==> src/rtl/bcd_pkg.sv <==
// Shared types and constants for the serial packed-BCD adder/subtractor.
package bcd_pkg;

    typedef logic [3:0] bcd_digit_t;

    localparam bcd_digit_t BCD_MAX  = 4'd9;
    localparam bcd_digit_t BCD_CORR = 4'd6;

    typedef enum logic [1:0] {
        IDLE = 2'd0,
        RUN  = 2'd1,
        DONE = 2'd2
    } state_t;

    // A packed nibble is not a decimal digit when it exceeds nine.
    function automatic logic is_bad_digit(input bcd_digit_t d);
        return d > BCD_MAX;
    endfunction

endpackage

==> src/rtl/bcd_digit_addsub.sv <==
// Combinational single-digit BCD add/subtract cell.
// Subtraction adds the nines-complement of b_d; the caller supplies the +1
// through cin on the least-significant digit.
module bcd_digit_addsub
    import bcd_pkg::*;
(
    input  bcd_digit_t a_d,
    input  bcd_digit_t b_d,
    input  logic       sub,
    input  logic       cin,
    output bcd_digit_t sum_d,
    output logic       cout
);

    bcd_digit_t b_eff;
    logic [4:0] s;

    // Binary digit sum, then +6 correction when the sum leaves the decimal range.
    always_comb begin
        b_eff = sub ? (BCD_MAX - b_d) : b_d;
        s     = {1'b0, a_d} + {1'b0, b_eff} + {4'd0, cin};
        if (s > {1'b0, BCD_MAX}) begin
            sum_d = s[3:0] + BCD_CORR;
            cout  = 1'b1;
        end else begin
            sum_d = s[3:0];
            cout  = 1'b0;
        end
    end

endmodule

==> src/rtl/bcd_serial_addsub.sv <==
// Multi-digit packed-BCD adder/subtractor, one digit per clock, LSD first.
//
// Handshake: an operation is accepted on a rising edge where in_valid and
// in_ready are both 1; in_ready is 1 only in IDLE. A result is presented with
// out_valid=1 and held (result, carry, err stable) until a rising edge with
// out_ready=1 consumes it. Operations never overlap.
module bcd_serial_addsub
    import bcd_pkg::*;
#(
    parameter int DIGITS = 4
) (
    input  logic              clk,
    input  logic              rst_n,
    input  logic              in_valid,
    output logic              in_ready,
    input  logic              op_sub,
    input  logic [4*DIGITS-1:0] a,
    input  logic [4*DIGITS-1:0] b,
    output logic              out_valid,
    input  logic              out_ready,
    output logic [4*DIGITS-1:0] result,
    output logic              carry,
    output logic              err,
    output state_t            dbg_state
);

    localparam int W     = 4 * DIGITS;
    localparam int IDX_W = (DIGITS > 1) ? $clog2(DIGITS) : 1;
    localparam logic [IDX_W-1:0] LAST_IDX = IDX_W'(DIGITS - 1);

    state_t           state;
    logic [IDX_W-1:0] idx;
    logic [W-1:0]     a_q;
    logic [W-1:0]     b_q;
    logic             sub_q;
    logic             c_q;
    logic             err_q;
    logic             bad_in;
    bcd_digit_t       a_d;
    bcd_digit_t       b_d;
    bcd_digit_t       sum_d;
    logic             cout;

    assign dbg_state = state;

    // Flag any non-decimal nibble on the incoming operands.
    always_comb begin
        bad_in = 1'b0;
        for (int i = 0; i < DIGITS; i++) begin
            if (is_bad_digit(a[4*i +: 4]) || is_bad_digit(b[4*i +: 4]))
                bad_in = 1'b1;
        end
    end

    // Select the operand digits addressed by the running index.
    always_comb begin
        a_d = a_q[4*int'(idx) +: 4];
        b_d = b_q[4*int'(idx) +: 4];
    end

    bcd_digit_addsub u_digit (
        .a_d   (a_d),
        .b_d   (b_d),
        .sub   (sub_q),
        .cin   (c_q),
        .sum_d (sum_d),
        .cout  (cout)
    );

    // Control FSM with registered outputs, digit index, operands and result.
    always_ff @(posedge clk or negedge rst_n) begin
        if (!rst_n) begin
            state     <= IDLE;
            in_ready  <= 1'b1;
            out_valid <= 1'b0;
            result    <= '0;
            carry     <= 1'b0;
            err       <= 1'b0;
            c_q       <= 1'b0;
            idx       <= '0;
            a_q       <= '0;
            b_q       <= '0;
            sub_q     <= 1'b0;
            err_q     <= 1'b0;
        end else begin
            case (state)
                IDLE: begin
                    if (in_valid && in_ready) begin
                        a_q      <= a;
                        b_q      <= b;
                        sub_q    <= op_sub;
                        c_q      <= op_sub;
                        err_q    <= bad_in;
                        idx      <= '0;
                        result   <= '0;
                        carry    <= 1'b0;
                        err      <= 1'b0;
                        in_ready <= 1'b0;
                        state    <= RUN;
                    end
                end
                RUN: begin
                    // An errored operation keeps its timing but writes zeros.
                    result[4*int'(idx) +: 4] <= err_q ? 4'd0 : sum_d;
                    c_q <= cout;
                    if (idx == LAST_IDX) begin
                        carry     <= err_q ? 1'b0 : cout;
                        err       <= err_q;
                        out_valid <= 1'b1;
                        state     <= DONE;
                    end else begin
                        idx <= idx + 1'b1;
                    end
                end
                DONE: begin
                    if (out_ready) begin
                        out_valid <= 1'b0;
                        in_ready  <= 1'b1;
                        idx       <= '0;
                        state     <= IDLE;
                    end
                end
                default: begin
                    out_valid <= 1'b0;
                    in_ready  <= 1'b1;
                    state     <= IDLE;
                end
            endcase
        end
    end

endmodule

==> config.mk <==
export PLATFORM = sky130hd
export DESIGN_NAME = bcd_serial_addsub
export DESIGN_NICKNAME = d
export VERILOG_FILES = /design/src/rtl/bcd_pkg.sv /design/src/rtl/bcd_digit_addsub.sv /design/src/rtl/bcd_serial_addsub.sv
export SDC_FILE = /design/constraint.sdc
export NUM_CORES = 1
export LEC_CHECK = 0
export ABC_AREA = 1
export BUFFER_PORTS_ARGS = -buffer_cell sky130_fd_sc_hd__buf_2
export CORE_ASPECT_RATIO = 1.75
export CORE_MARGIN = 3
export CORE_UTILIZATION = 30
export DETAILED_ROUTE_END_ITERATION = 10
export GPL_TIMING_DRIVEN = 0
export SLEW_MARGIN = 40
export SYNTH_ARGS = -nofsm -noshare
export SYNTH_HDL_FRONTEND = slang
export SYNTH_SLANG_ARGS = --single-unit
==> constraint.sdc <==
create_clock -name clk -period 5.7 [get_ports clk]
set_input_delay 0.285 -clock clk [delete_from_list [all_inputs] [get_ports clk]]
set_output_delay 0.285 -clock clk [all_outputs]
set_load 0.01 [all_outputs]
; ---- After elaboration in Yosys (flattened, before gate mapping)
; Index checks and enable logic that the tools add are counted.
[classes]
n_addsub = 6
n_lt_le_gt_ge = 9
n_eq_ne = 7
shifts = 4
muxes = 31
bitwise = 2
n_reduce_logical = 15
[ops]
columns = operator, count
row1 = $neg 4->33, 1
row2 = $shift 4x33->16 const A, 1
row3 = $shiftx 4x33->16, 1
row4 = $gt 4x4->1 const B, 8
row5 = $pmux 16 s2, 1
row6 = $shiftx 16x5->4, 2
row7 = $bwmux 16, 1
row8 = $mux 16, 1
row9 = $mux 1, 13
row10 = $mux 4, 3
row11 = $pmux 2 s3, 2
row12 = $reduce_and 3->1, 4
row13 = $mux 2, 5
row14 = $ne 2x2->1 const B, 4
row15 = $pmux 1 s2, 3
row16 = $pmux 1 s3, 2
row17 = $add 4x4->5, 1
row18 = $add 5x1->5, 1
row19 = $gt 5x4->1 const B, 1
row20 = $add 4x3->4 const B, 1
row21 = $eq 2x2->1 const B, 2
row22 = $logic_or 1x1->1, 4
row23 = $reduce_and 2->1, 2
row24 = $reduce_and 4->1, 1
row25 = other kinds (8), 9
[totals]
reg_bits = 59
input_bits = 37
output_inout_bits = 22
elab_cells = 86

; ---- Depth between registers and ports, before layout
; Gate-level depths: netlist of run 1.
[logic_depth]
word_depth = 11
mapped_depth = 22
depth_no_buf = 20

; ---- By module
; A second synthesis of run 1 with hierarchy kept.
[unflattened]
hier_cells = 394
hier_area_um2 = 3110.5
[modules_own_cells]
columns = mod, n_inst, cells_each, area_per_inst_um2, seq_area_each_um2
row1 = bcd_serial_addsub, 1, 334, 2743.9, 1477.7
row2 = bcd_digit_addsub, 1, 60, 366.6, 0.0

; ---- Worst setup path after synthesis of run 1
; OpenSTA, ideal clock, no wires.
[synth_path]
path_type = reg2reg
start = register idx[1]
end = register result[13]
setup_ns = 0.118
t_arrival_ns = 3.051
required_ns = 5.582
path_slack_ns = 2.531
path_stages_with_launch = 21
path_buffers = 1
synth_period_minus_slack_ns = 3.169
cell_sequence = dfrtp_1 > inv_1 > clkbuf_1 > a21oi_1 > a32oi_1 > inv_1 > ha_1 > nand2_1 > o21ai_0 > ha_1 > inv_1 > nand2_1 > nand2_2 > ha_1 > nand2_1 > a21boi_2 > nand2_2 > a21oi_1 > nor2_4 > nand4_1 > nand2_1
[synth_via]
elab_chain_len = 11
word_cells_on_any_way = 15
cone_classes = add/sub: 5 / order compare: 1 / shift: 4 / mux: 5
[synth_rtl]
columns = item, line_no
row1 = "start, declared", bcd_serial_addsub.sv:32  ; logic [IDX_W-1:0] idx;
row2 = "start signal, assigned", bcd_serial_addsub.sv:112  ; idx <= idx + 1'b1;
row3 = $shiftx 16x5->4, bcd_serial_addsub.sv:58  ; b_d = b_q[4*int'(idx) +: 4];
row4 = $sub 4x4->4, bcd_digit_addsub.sv:20  ; b_eff = sub ? (BCD_MAX - b_d) : b_d;
row5 = $mux 4, bcd_digit_addsub.sv:20
row6 = $add 4x4->5, bcd_digit_addsub.sv:21  ; s = {1'b0, a_d} + {1'b0, b_eff} + {4'd0, cin};
row7 = $add 5x1->5, bcd_digit_addsub.sv:21
row8 = $add 4x3->4 or $gt 5x4->1 (tied branches), "bcd_digit_addsub.sv:23, bcd_digit_addsub.sv:22"
row9 = $mux 4, bcd_digit_addsub.sv:22  ; if (s > {1'b0, BCD_MAX}) begin
row10 = $mux 4, bcd_serial_addsub.sv:104  ; result[4*int'(idx) +: 4] <= err_q ? 4'd0 : sum_d;
row11 = $shiftx 4x33->16, bcd_serial_addsub.sv:104
row12 = $bwmux 16 (*), bcd_serial_addsub.sv:104
row13 = $pmux 16 s2 (*), bcd_serial_addsub.sv:86  ; case (state)
row14 = "end signal, assigned by index", bcd_serial_addsub.sv:104
row15 = "end, declared", bcd_serial_addsub.sv:21  ; output logic [4*DIGITS-1:0] result,
; Every way passes the cells marked *; elsewhere a longest branch is shown, timed or not.
; A chain may end at the register's enable or synchronous reset.

; ---- Final worst setup path of run 1
[layout_path]
start = register idx[1]
end = register result[14]
; Same word-level chain as after synthesis.

==> results_dict.tcl, run 1 <==
set metrics [dict create \
    multi_input_area_mm2 0.00140 \
    firstDrtPassIters 4 \
    fmax_mhz 260 \
    p_seq_share_pct 26.4 \
    combPwrFrac_pct 55.0 \
    synth_top_family_by_area "simple AND/OR/NAND/NOR gates" \
    syn_area_mm2 0.00307 \
    p_per_area_mw_per_mm2 679 \
    clock-sinks 59 \
    yosysTopAreaCell "dfrtp_1" \
    grt-ovfl-total 0 \
    port_buffers 58 \
    worstPathArrival_ps 4110 \
    cts_resized 0 \
    synthDistinctLibCells 33 \
    syn_inst 380 \
    fin_crit_ps 3840 \
    synthSimpleGateAreaFrac_pct 27.9 \
    seq_area_frac_synth_pct 48.2 \
    drt.antenna.violating_nets 0 \
    clk-insertion-delay-late_ps 330 \
    ys_ff_latch 59 \
    p_leak_nw 2.00 \
    cp-start-kind "flip-flop" \
    antenna_found_initial 0 \
    final_hold_viol_count 0 \
    fin_worst_skew_ps 5.87 \
    outcome "completed" \
    reg2reg_from "idx[1]" \
    die_width_um 82.4 \
    drc_errors 0 \
    start_util_pct 30.9 \
    first_global_vias 2683 \
    p_clk_share_pct 18.5 \
    critPathMaxFanout 11 \
    max_stage_delay_ps 490 \
    rsz0062_at_grt "no" \
    antenna-diode-count 0 \
    r2r_cells 21 \
    synth_xor_area_share_pct 0.571 \
    fin_tns_setup_ps 0 \
    swShare_pct 46.1 \
    cpMaxStageDelayCell "dfrtp_1" \
    yosys-top-cells-area "dfrtp_1, nand2_1, o21ai_0" \
    vias_per_cell 4.59 \
    yosysTopAreaCellShare_pct 47.3 \
    pre_cts_ws_ps 1850 \
    final_max_slew_viol_count 0 \
    cts_buffer_depth 2 \
    drtIter0Drc 79 \
    die_h_um 140 \
    worstHoldPathType "input port to flip-flop" \
    grt_max_degree 60 \
    hold_end "b_q[8]" \
    synth_area_per_cell_um2 8.07 \
    cp_cell_sequence "inv_1, clkbuf_1, a21oi_1, a32oi_1, inv_1, ha_1, nand2_1, o21ai_0, ha_1, inv_1, nand2_1, nand2_2, ha_1, nand2_1, a21boi_2, nand2_2, nand3_1, nand2_1, nor2_2, nand4_1, nand2_1" \
    synth_ff_type "dfrtp_1" \
    p_int_mw 1.39 \
    nNetsFinal 499 \
    vias 2658 \
    syn_nets 429 \
    path_common_cell "nand2_1" \
    syn2layout_area_growth_pct 23.6 \
    grt_pass1_wl_um 12700 \
    power_switching_mw 1.19 \
    synth-compound-area-share_pct 11.7 \
    regToRegEndpoint "result[14]" \
    core_area_mm2 0.00991 \
    finalWirelength_um 7740 \
    grt_usage_pct 14.9 \
    synthArstFlopShare_pct 100 \
    dieArea_mm2 0.0115 \
    min_from "b[8]" \
    cts_buffers 9 \
    cp-end-kind "flip-flop" \
    yosysWarnings 0 \
    num_rows 48 \
    final_core_util_pct 38.2 \
    synth_most_common_cell "nand2_1" \
    yosys-top-cells-count "nand2_1, dfrtp_1, inv_1, o21ai_0, nor2_1" \
    synthAdderAreaFrac_pct 5.39 \
    critPathTopFamily "simple AND/OR/NAND/NOR gates" \
    cp.depth 21 \
    required_ps 5970 \
    fillers 1048 \
    cap_violations 0 \
    slew_headroom_pct 63.3 \
    routabilityCongestion 0.817 \
    cts_tree "yes" \
    final-seq-area_mm2 0.00148 \
    synth_edf_count 0 \
    fin_crit_sh_pct 67.4 \
    hold_depth 3 \
    tightest_slew_ps 550 \
    cp_num_buf_inv 4 \
    drive_above_1_share_pct 21.4 \
    critical_path_class "flip-flop to flip-flop" \
    path_clk_slew_ps 50 \
    r2r_slack_ps 1860 \
    setup_ws_ps 1860 \
    num_io_pins 59 \
    muxShareOfSynthArea_pct 0 \
    wl_per_cell_um 13.4 \
    cts-htree-levels 3 \
    root_buffer "clkbuf_16" \
    ir_drop_mv 0.391 \
    finalSetupViolCount 0 \
    dp_hpwl_um 6130 \
]
state kept, by name, indices dropped and copies added (netlist names):
register,flops
in_ready,1
result,16
dbg_state,2
carry,1
b_q,16
a_q,16
idx,2
c_q,1
err,1
sub_q,1
out_valid,1
err_q,1
final cells by class:
cell class	instances	area share (%)
repair buffers	59	8.09
clock inverters	3	0.396
flip-flops and latches	59	39.0
multi-input cells	273	36.8
inverters	35	3.47
clock buffers	12	6.50
plain buffers	13	1.58
well taps	125	4.13
how the worst max path moves through the flow:
stage	slack [ps]	from	to
global route	1500	idx[1]	result[14]
finish	1860	idx[1]	result[14]
detailed placement	1850	idx[1]	result[14]
global placement	1970	idx[1]	result[14]
floorplan	2530	idx[1]	result[13]
CTS	1830	idx[1]	result[14]
power by group through the flow:
stage | combinational [mW] | sequential (mW) | clock, mW
after detailed placement | 1.43 | 0.687 | 0
final | 1.42 | 0.680 | 0.477
after global routing | 1.62 | 0.701 | 0.512
after CTS | 1.43 | 0.682 | 0.489
after floorplan | 1.08 | 0.676 | 0
after global placement | 1.36 | 0.684 | 0
cell families (layout without fill, tap and decap cells):
group,count (synthesis),after routing
DFF,59,59
buffers and inverters,48,122
xor gates and xnor gates,2,2
and+or+nand+nor,199,199
AOI/OAI and AO/OA,60,60
adders and majority gates,12,12
repair_timing:
| action | in CTS | in global routing |
|---|---|---|
| setup buffers | 0 | 0 |
| hold buffers | 0 | 1 |
| endpoints found under the hold margin | 0 | 58 |
placed cells by master, fill, tap and decap left out, drive strengths merged, types with 2 or more instances in the layout:
cell type | synthesis | layout
a21oi | 12 | 12
a32o | 4 | 4
a32oi | 2 | 2
buf | 9 | 67
clkbuf | 4 | 16
clkinv | 0 | 3
dfrtp | 58 | 58
fa | 2 | 2
ha | 10 | 10
inv | 35 | 35
nand2 | 149 | 149
nand3 | 16 | 16
nand4 | 6 | 6
nor2 | 22 | 22
nor3 | 5 | 5
o21ai | 32 | 32
o22ai | 5 | 5
layer usage:
layer / share of wire (%) / up-vias / GRT usage, %
met2: 54 / 59 / 25.5
met4: 3.0 / 0 / 7.36
li1: - / 1374 / -
met3: 4.9 / 19 / 4.47
met5: 0 / - / 0
met1: 38 / 1206 / 16.1
per-stage QoR:
stage	cells	power [mW]	hold WS, ps	instance area [µm²]
after CTS	578	2.60	55.3	3780
after global placement	563	2.04	454	3510
after detailed placement	563	2.11	410	3510
final	579	2.57	152	3790
after global routing	579	2.83	162	3790
after floorplan	380	1.76	-10.6	3070
worst reg2reg max path, cell delays in order (launching register included):
cell	delay, ps
dfrtp_1	490
inv_1	190
clkbuf_1	430
a21oi_1	120
a32oi_1	360
inv_1	80
ha_1	280
nand2_1	60
o21ai_0	70
ha_1	360
inv_1	70
nand2_1	70
nand2_2	70
ha_1	230
nand2_1	70
a21boi_2	180
nand2_2	100
nand3_1	80
nand2_1	60
nor2_2	180
nand4_1	140
nand2_1	80
Power figures use the tool's default switching activity.
==> inputs of run 2 (changes only) <==
==> constraint.sdc (replaced) <==
create_clock -name clk -period 3.77 [get_ports clk]
set_input_delay 0.1885 -clock clk [delete_from_list [all_inputs] [get_ports clk]]
set_output_delay 0.1885 -clock clk [all_outputs]
set_load 0.01 [all_outputs]
==> results_dict.tcl, run 2 (same netlist as run 1, synthesis figures left out) <==
set metrics [dict create \
    num_rows 48 \
    pre_cts_ws_ps -82.8 \
    firstDrtPassIters 4 \
    clk-insertion-delay-late_ps 330 \
    tightest_slew_ps 551 \
    grt_usage_pct 14.9 \
    dp_hpwl_um 6130 \
    worstPathArrival_ps 3840 \
    wl_per_cell_um 13.5 \
    top_layer "met4" \
    multi_input_area_mm2 0.00141 \
    grt_max_degree 60 \
    fin_area_mm2 0.00382 \
    num_io_pins 59 \
    fin_crit_ps 3570 \
    vias 2674 \
    r2r_cells 18 \
    final-seq-area_mm2 0.00148 \
    core_area_mm2 0.00991 \
    routabilityCongestion 0.817 \
    grt_pass1_wl_um 12700 \
    dr_wl_met3_um 397 \
    antenna_found_initial 0 \
    required_ps 4040 \
    fin_worst_skew_ps 5.65 \
    die_width_um 82.4 \
    wl_met2_um 4220 \
    dieArea_mm2 0.0115 \
    port_buffers 58 \
    layout_commonest_cell "nand2_1" \
    drc_errors 0 \
    clock-sinks 59 \
    fmax_mhz 280 \
    final_core_util_pct 38.5 \
    reg.largest.list "a_q x16, b_q x16, result x16" \
    ir_drop_mv 0.592 \
    syn2layout_area_growth_pct 24.5 \
    rsz0062_at_grt "no" \
    r2r_slack_ps 200 \
    cts_buffer_depth 2 \
    nNetsFinal 500 \
    hold_end "b_q[8]" \
    cp-end-kind "flip-flop" \
    regToRegEndpoint "result[14]" \
    first_global_vias 2686 \
    slew_headroom_pct 63.3 \
    final_max_slew_viol_count 0 \
    finalWirelength_um 7800 \
    setup_ws_ps 201 \
    cts_tree "yes" \
    worstHoldPathType "input port to flip-flop" \
    placed_area_mm2 0.00351 \
    critical_path_class "flip-flop to flip-flop" \
    final_hold_viol_count 0 \
    fin_hold_ws_ps 58.8 \
    grt-ovfl-total 0 \
    final_cells 580 \
    fillers 1043 \
    drive_above_1_share_pct 22.4 \
    finalSetupViolCount 0 \
    final_cell_mix "nand2_1, buf_2, dfrtp_1" \
    min_from "b[8]" \
    root_buffer "clkbuf_16" \
    critPathMaxFanout 11 \
    antenna-diode-count 0 \
    cts-htree-levels 3 \
    start_util_pct 30.9 \
    path_clk_slew_ps 50 \
    reg2reg_from "idx[0]" \
    fin_crit_sh_pct 94.7 \
    vias_per_cell 4.61 \
    outcome "completed" \
    cp-start-kind "flip-flop" \
    p_leak_nw 2.01 \
    hold_depth 3 \
    cap_violations 0 \
    p_per_area_mw_per_mm2 1030 \
    die_h_um 140 \
    placed_cells 563 \
    cts_buffers 9 \
    drt.antenna.violating_nets 0 \
    drtIter0Drc 75 \
    drt-met1-wl_um 2930 \
]
[run 2: power breakdown]
group | switching (mW) | total, mW | internal (mW)
registers | 0.155 | 1.03 | 0.874
logic | 1.38 | 2.18 | 0.797
clock network | 0.268 | 0.722 | 0.454
[run 2: final cells by class]
type | count | share of cell area, %
Buffer | 13 | 1.80
Multi-Input combinational cell | 273 | 36.9
Clock buffer | 12 | 6.46
Tap cell | 125 | 4.10
Sequential cell | 59 | 38.7
Timing Repair Buffer | 60 | 8.23
Inverter | 35 | 3.44
Clock inverter | 3 | 0.393
[run 2: how the worst max path moves through the flow]
| stage | from | to | slack, ps |
|---|---|---|---|
| final | idx[0] | result[14] | 200 |
| after global routing | idx[0] | result[14] | 0.4 |
| after CTS | idx[0] | result[15] | 80 |
| after detailed placement | idx[1] | result[14] | -80 |
| after global placement | idx[1] | result[14] | 40 |
| after floorplan | idx[1] | result[13] | 600 |
[run 2: metal layers]
layer | track usage [%] | up-vias
met1 | 16.1 | 1209
met3 | 4.47 | 21
met5 | 0 | -
li1 | - | 1376
met2 | 25.5 | 68
met4 | 7.36 | 0
[run 2: critical path: stages (launching register included)]
cell      delay [ps]
dfrtp_1          410
buf_2            200
inv_1             80
buf_2            210
buf_4            210
nand2_1           80
a32o_1           230
fa_1             380
inv_1            100
fa_1             440
inv_1            110
ha_1             200
nand2_1           60
a21boi_2         160
nand2_2          110
a21oi_1           90
nor2_2           210
nand4_1          140
nand2_1           80
[run 2: through the flow]
step | power [mW] | setup TNS (ps)
after floorplan | 2.66 | 0
after global placement | 3.08 | 0
after detailed placement | 3.19 | -494
after CTS | 3.93 | 0
after global routing | 4.32 | 0
final | 3.93 | 0
[run 2: repair_timing]
| item | in CTS | in global routing |
|---|---|---|
| endpoints found under the setup margin | 11 | 13 |
| endpoints found under the hold margin | 58 | 0 |
| hold buffers | 1 | 0 |
| setup buffers | 0 | 1 |
| pin swaps | 0 | 1 |
| gates resized for setup | 1 | 8 |
